### src/rtl/pipe_hazard_ctrl.sv
// Pipeline hazard controller: load-use and multi-cycle stalls, branch flush, EX/MEM operand forwarding.
// Optional macro HAZ_FWD_EN enables forwarding; when undefined every in-flight producer match stalls instead.
module pipe_hazard_ctrl (
  input  logic       clk,
  input  logic       rst,
  input  logic [4:0] id_rs,
  input  logic [4:0] id_rt,
  input  logic       id_use_rs,
  input  logic       id_use_rt,
  input  logic [4:0] ex_wa,
  input  logic [4:0] mem_wa,
  input  logic       ex_wrf,
  input  logic       mem_wrf,
  input  logic       ex_load,
  input  logic [1:0] id_pcsource,
  input  logic       md_start,
  input  logic       md_done,
  output logic       stall_pc,
  output logic       stall_ifid,
  output logic       bubble_idex,
  output logic       flush_ifid,
  output logic [1:0] fwd_a,
  output logic [1:0] fwd_b,
  output logic [1:0] hz_state
);

  typedef enum logic [1:0] {
    ST_RUN     = 2'b00,
    ST_LDSTALL = 2'b01,
    ST_MDWAIT  = 2'b10,
    ST_BAD     = 2'b11
  } hz_state_e;

  hz_state_e state_q, state_d;
  logic      stall;
  logic      ld_hazard;

  // A used, nonzero source matching a producer that writes the register file.
  function automatic logic src_hit(input logic use_x, input logic [4:0] src,
                                   input logic wrf, input logic [4:0] wa);
    return use_x && (src != 5'd0) && wrf && (wa == src);
  endfunction

`ifdef HAZ_FWD_EN
  function automatic logic [1:0] fwd_sel(input logic [4:0] src,
                                         input logic ex_wrf_i, input logic ex_load_i,
                                         input logic [4:0] ex_wa_i,
                                         input logic mem_wrf_i, input logic [4:0] mem_wa_i);
    logic [1:0] sel;
    sel = 2'b00;
    if (src != 5'd0) begin
      if (ex_wrf_i && !ex_load_i && (ex_wa_i == src))
        sel = 2'b01;
      else if (mem_wrf_i && (mem_wa_i == src))
        sel = 2'b10;
    end
    return sel;
  endfunction

  // Only a load in EX cannot be forwarded in time.
  assign ld_hazard = ex_load & (src_hit(id_use_rs, id_rs, ex_wrf, ex_wa) |
                                src_hit(id_use_rt, id_rt, ex_wrf, ex_wa));
`else
  logic unused_ex_load;
  assign unused_ex_load = ex_load;

  assign ld_hazard = src_hit(id_use_rs, id_rs, ex_wrf,  ex_wa)  |
                     src_hit(id_use_rt, id_rt, ex_wrf,  ex_wa)  |
                     src_hit(id_use_rs, id_rs, mem_wrf, mem_wa) |
                     src_hit(id_use_rt, id_rt, mem_wrf, mem_wa);
`endif

  always_comb begin
    state_d = state_q;
    stall   = 1'b0;
    case (state_q)
      ST_RUN: begin
        if (ld_hazard) begin
          stall   = 1'b1;
          state_d = ST_LDSTALL;
        end else if (md_start) begin
          state_d = ST_MDWAIT;
        end
      end
      ST_LDSTALL: begin
`ifdef HAZ_FWD_EN
        state_d = ST_RUN;
`else
        if (ld_hazard)
          stall = 1'b1;
        else
          state_d = ST_RUN;
`endif
      end
      ST_MDWAIT: begin
        if (md_done)
          state_d = ST_RUN;
        else
          stall = 1'b1;
      end
      default: state_d = ST_RUN;
    endcase
  end

  always_ff @(posedge clk) begin
    if (!rst)
      state_q <= ST_RUN;
    else
      state_q <= state_d;
  end

  // Outputs are gated by reset so an in-progress stall is dropped immediately.
  always_comb begin
    stall_pc    = rst & stall;
    stall_ifid  = rst & stall;
    bubble_idex = rst & stall;
    flush_ifid  = rst & (id_pcsource != 2'b00) & ~stall;
    hz_state    = rst ? state_q : 2'b00;
    fwd_a       = 2'b00;
    fwd_b       = 2'b00;
`ifdef HAZ_FWD_EN
    if (rst && !stall) begin
      fwd_a = fwd_sel(id_rs, ex_wrf, ex_load, ex_wa, mem_wrf, mem_wa);
      fwd_b = fwd_sel(id_rt, ex_wrf, ex_load, ex_wa, mem_wrf, mem_wa);
    end
`endif
  end

endmodule

### config.mk
export PLATFORM = sky130hd
export DESIGN_NAME = pipe_hazard_ctrl
export DESIGN_NICKNAME = d
export VERILOG_FILES = /design/src/rtl/pipe_hazard_ctrl.sv
export SDC_FILE = /design/constraint.sdc
export NUM_CORES = 1
export LEC_CHECK = 0
export CORE_UTILIZATION = 29
export CTS_CLUSTER_DIAMETER = 60
export CTS_CLUSTER_SIZE = 8
export DETAILED_ROUTE_END_ITERATION = 10
export GPL_ROUTABILITY_DRIVEN = 0
export PLACE_DENSITY = 0.82
export SLEW_MARGIN = 20
export SYNTH_ARGS = -nofsm -noshare
export SYNTH_HDL_FRONTEND = slang
export SYNTH_SLANG_ARGS = --single-unit
### constraint.sdc
create_clock -name clk -period 2.4 [get_ports clk]
set_input_delay 0.6 -clock clk [delete_from_list [all_inputs] [get_ports clk]]
set_output_delay 0.6 -clock clk [all_outputs]
set_load 0.05 [all_outputs]
# Word-level counts from Yosys, hierarchy flattened
# Index checks and enable logic that the tools add are counted.
[classes]
multipliers = 0
n_eq_ne = 9
add_sub_neg = 0
muxes = 9
magnitude_cmp = 0
n_div = 0
n_shift = 0
bitwise_logic = 7
n_reduce_logical = 16
[ops]
columns = ["operator", "n"]
rows = [
  ["5-bit == test", 4],
  ["1-bit logical AND", 10],
  ["2-bit two-way mux", 5],
  ["5-bit nonzero test", 2],
  ["2-bit one-hot mux with 3 select lines", 1],
  ["2-bit inequality test, second input constant", 2],
  ["1-bit AND", 3],
  ["3-bit inequality test, second input constant", 1],
  ["1-bit bitwise OR", 3],
  ["3-bit AND reduction", 1],
  ["2-bit by 1-bit == test with 1-bit output, second input constant", 1],
  ["2-bit == test, second input constant", 1],
  ["2-bit logical NOT", 1],
  ["1-bit two-way mux", 2],
  ["1-bit one-hot mux with 2 select lines", 1],
  ["2-bit nonzero test", 1],
  ["2-bit OR reduction", 1],
  ["1-bit NOT", 1],
]
[word_totals]
wordCells = 42
mem_count = 0
output_inout_bits = 10
rom_bits = 0
latch_bits = 0
mem_bits_rw = 0
input_bits = 31
regBits = 2

# Depth between registers and ports, before layout
[depth]
ltp_word = 11
depth_mapped = 6
ltp_nobuf = 5

# Worst setup path before layout
# No wires, ideal clock.
[synth_path]
path_type = "input-to-output"
start = "input port id_rs[4]"
end = "output port stall_ifid"
t_required_ns = 1.800
path_slack_ns = -0.755
t_arrival_ns = 2.555
path_buffers = 1
cell_stages = 6
cell_sequence = "xor2_1 -> nor4_2 -> a32oi_1 -> o22a_1 -> o2bb2ai_1 -> buf_4"
[synth_via]
elab_chain_len = 10
word_cells_on_any_way = 14
classes_between = "2 x eq/ne; 2 x mux; 4 x bitwise; 6 x reduce/logical"
[synth_lines]
columns = ["element", "line", "source"]
rows = [
  ["from (decl)", "6", "input logic [4:0] id_rs,"],
  ["5-bit nonzero test", "41", "return use_x && (src != 5'd0) && wrf && (wa == src);"],
  ["1-bit logical AND (3 in a row)", "41", ""],
  ["1-bit bitwise OR", "67", "assign ld_hazard = src_hit(id_use_rs, id_rs, ex_wrf, ex_wa) |"],
  ["1-bit bitwise OR *", "68", "src_hit(id_use_rt, id_rt, ex_wrf, ex_wa) |"],
  ["1-bit bitwise OR *", "69", "src_hit(id_use_rs, id_rs, mem_wrf, mem_wa) |"],
  ["1-bit two-way mux *", "78, 89", ""],
  ["1-bit one-hot mux with 2 select lines *", "76", "case (state_q)"],
  ["1-bit AND *", "-", ""],
  ["to (decl)", "19", "output logic stall_ifid,"],
]
# Mark *: on every way between the ends. The rest lies on a longest branch, timed or not.

# Worst setup path after layout
[layout_path]
start = "input port id_rt[2]"
end = "output port bubble_idex"
[layout_via]
elab_chain_len = 10
word_cells_on_any_way = 14
classes_between = "2 x eq/ne; 2 x mux; 4 x bitwise; 6 x reduce/logical"
[layout_lines]
columns = ["element", "line", "source"]
rows = [
  ["from (decl)", "7", "input logic [4:0] id_rt,"],
  ["5-bit nonzero test", "41", ""],
  ["1-bit logical AND (3 in a row)", "41", ""],
  ["1-bit bitwise OR", "67", ""],
  ["1-bit bitwise OR", "68", ""],
  ["1-bit bitwise OR *", "69", ""],
  ["1-bit two-way mux *", "78, 89", ""],
  ["1-bit one-hot mux with 2 select lines *", "76", ""],
  ["1-bit AND *", "116", "bubble_idex = rst & stall;"],
  ["to (decl)", "20", "output logic bubble_idex,"],
]
# Marks and branches as above.

==> impl_metrics.toml <==
[status]
status = "finished with violations"
violations = "setup timing"

[sta]
layout_setup_ws_ns = -0.110
max_freq_ghz = 0.398
setup_viol = 4
rsz0062_at_grt = "yes"
holdWs_ns = 0.640
period_minus_slack_ns = 2.51
hold_viol = 0
finalCritPeriodShare_pct = 105
slew_viol_final = 0
fin_worst_skew_ns = 0.0000914

[layout]
largest_register_ffs = 2
final_cell_mix = "15 x xor2_1, 10 x buf_4, 9 x buf_2"
area_delta_synth_final_pct = 116
fillCellCount = 107
top_regs = "state_q (2)"
finalInstanceArea_um2 = 923
drive_gt1_share_pct = 46.4
n_antenna_cell = 0
nets = 130
top_register = "state_q"
final_common_cell = "xor2_1"

[die]
die_area_mm2 = 0.00163
die_width_um = 40.4
num_rows = 13
dieHeight_um = 40.4
coreArea_mm2 = 0.00133
io_pins = 41
start_util_pct = 32.1

[global_routing]
antenna_found_initial = 0
grt_overflow = 0
grt_pass1_vias = 528
grt.total_usage_pct = 20.1
globalRouteMet3Util_pct = 9.44
grtUsageMet2_pct = 39.3
grt_max_degree = 5
use_met1_pct = 19.0
grt_pass1_wl_um = 2150
busiest_layer = "met2"

[hold_path]
hold_path.class = "register to register"
hold_path.startpoint = "state_q[0]"
min_path_cells = 2
min_to = "state_q[1]"

[critical_path]
crit_arrival_ns = 1.91
end_kind = "primary output"
cp_slowest_cell = "nor4_1"
max_stage_delay_ns = 0.25
critPathLaunchType = "input port"
reg2reg_slack_ns = 1.41
r2r_start = "state_q[1]"
worstRegToRegCells = 3
worstPathMaxFanout = 3
path_cells = "buf_4 -> xor2_1 -> nor4_1 -> a32oi_1 -> o22a_2 -> o2bb2ai_4 -> buf_12"
required_ns = 1.80
critPathKind = "input port to primary output"
rr_endpoint = "state_q[1]"

[clocking]
cts_buffer_depth = 2
insertion_delay_ns = 0.22
cts_hold_buf = 0
cts_tree = "yes"
h-tree-depth = 1
clk_pin_slew_ns = 0.03
cts.sinks = 2
cts_made_buffers = 3
clockRootBuffer = "clkbuf_4"

[synthesis]
synth.distinct_cells = 20
seq_area_frac_synth_pct = 9.36
synth.top_cell.area_share_pct = 32.7
synth_seq_cells = 2
syn_inst = 53
mappedNetlistArea_um2 = 428
syn_area_per_cell_um2 = 8.07
synth-edff-count = 0
yosysWarnings = 0
synthTopCellsByArea = "xor2_1 33%, buf_4 11%, dfxtp_1 9.4%"
synth.largest_area_cell = "xor2_1"
ys.flop_type = "dfxtp_1"
synthArstFlopShare_pct = 0

[power_and_ir_drop]
power_density_mw_per_mm2 = 314
peakVddDrop_uv = 325
power.leakage_nw = 0.399

[route]
vias = 543
drtAntennaViolNets = 0
drt_wl_total_um = 1460
vias_per_cell = 4.85
drtIter0Drc = 3
dr.pass1.iters = 3
drc = 0
wl_per_cell_um = 13.0

[placement]
numPortBuffers = 35
post-dp-hpwl_um = 1090
place_area_um2 = 903

[job]
max_cap_viol_count = 0
## worst max-delay path by stage
stage / from / end / depth (start not counted) / slack, ns
finish: id_rt[2] / bubble_idex / 7 / -0.11
global route: mem_wa[1] / stall_ifid / 7 / -0.20
CTS: id_rs[3] / flush_ifid / 6 / -0.16
detailed placement: id_rt[3] / stall_pc / 7 / -0.58
global placement: id_rs[4] / bubble_idex / 7 / -0.56
floorplan: id_rs[4] / stall_ifid / 6 / -0.17
## synthesized netlist by cell type (2+ instances only)
| master | count |
|---|---|
| nor2_1 | 2 |
| dfxtp_1 | 2 |
| o21ai_1 | 2 |
| a32oi_1 | 2 |
| xor2_1 | 16 |
| or4_1 | 2 |
| buf_4 | 6 |
| xnor2_1 | 4 |
| nor4_1 | 3 |
| and2_1 | 4 |
## metal layers
layer | vias up | wire length (um)
li1 | 270 | -
met1 | 237 | 531
met2 | 36 | 748
met3 | 0 | 178
met4 | 0 | 0
met5 | - | 0
## worst max-delay path: cells and delay by family
kind | cells | cell delay [ns]
AOI/OAI and AO/OA | 3 | 0.60
and+or+nand+nor | 1 | 0.25
xor gates and xnor gates | 1 | 0.15
buffers and inverters | 2 | 0.29
## final cells by class
type	count	area, um^2	area share, %
clock buffer	3	22.5	2.44
sequential	2	40.0	4.34
tap	15	18.8	2.03
multi-input combinational	48	399	43.2
timing repair buffer	44	443	48.0
## kinds of logic (layout without fill, tap and decap cells)
logic type | count (synthesis) | count (layout) | synth area share (%)
buffers and inverters | 6 | 47 | 10.5
flip-flops | 2 | 2 | 9.36
AO/OA/AOI/OAI | 10 | 10 | 16.7
AND/OR/NAND/NOR | 14 | 14 | 21.6
other | 1 | 4 | 0.876
XOR/XNOR | 20 | 20 | 40.9
## where the power goes
group | total [mW] | switching, mW | internal [mW]
sequential | 0.0376 | 0.00207 | 0.0355
clock | 0.0746 | 0.0194 | 0.0552
combinational | 0.177 | 0.0856 | 0.0917
## per-stage QoR
stage / TNS (ns) / instances / total power [mW] / util [%] / worst slack, ns
floorplan: -0.332 / 56 / 0.123 / - / -0.166
global placement: -2.20 / 108 / 0.212 / 67.7 / -0.562
detailed placement: -2.25 / 108 / 0.214 / 67.7 / -0.579
CTS: -0.561 / 111 / 0.289 / 67.4 / -0.158
global route: -0.767 / 112 / 0.308 / 69.2 / -0.204
finish: -0.405 / 112 / 0.290 / 69.2 / -0.110
## what timing repair did
item | CTS | global route
resized for setup | 93 | 4
pin swaps | 17 | 1
setup buffers | 0 | 1
setup endpoints to repair | 4 | 4
Power figures use the tool's default switching activity.
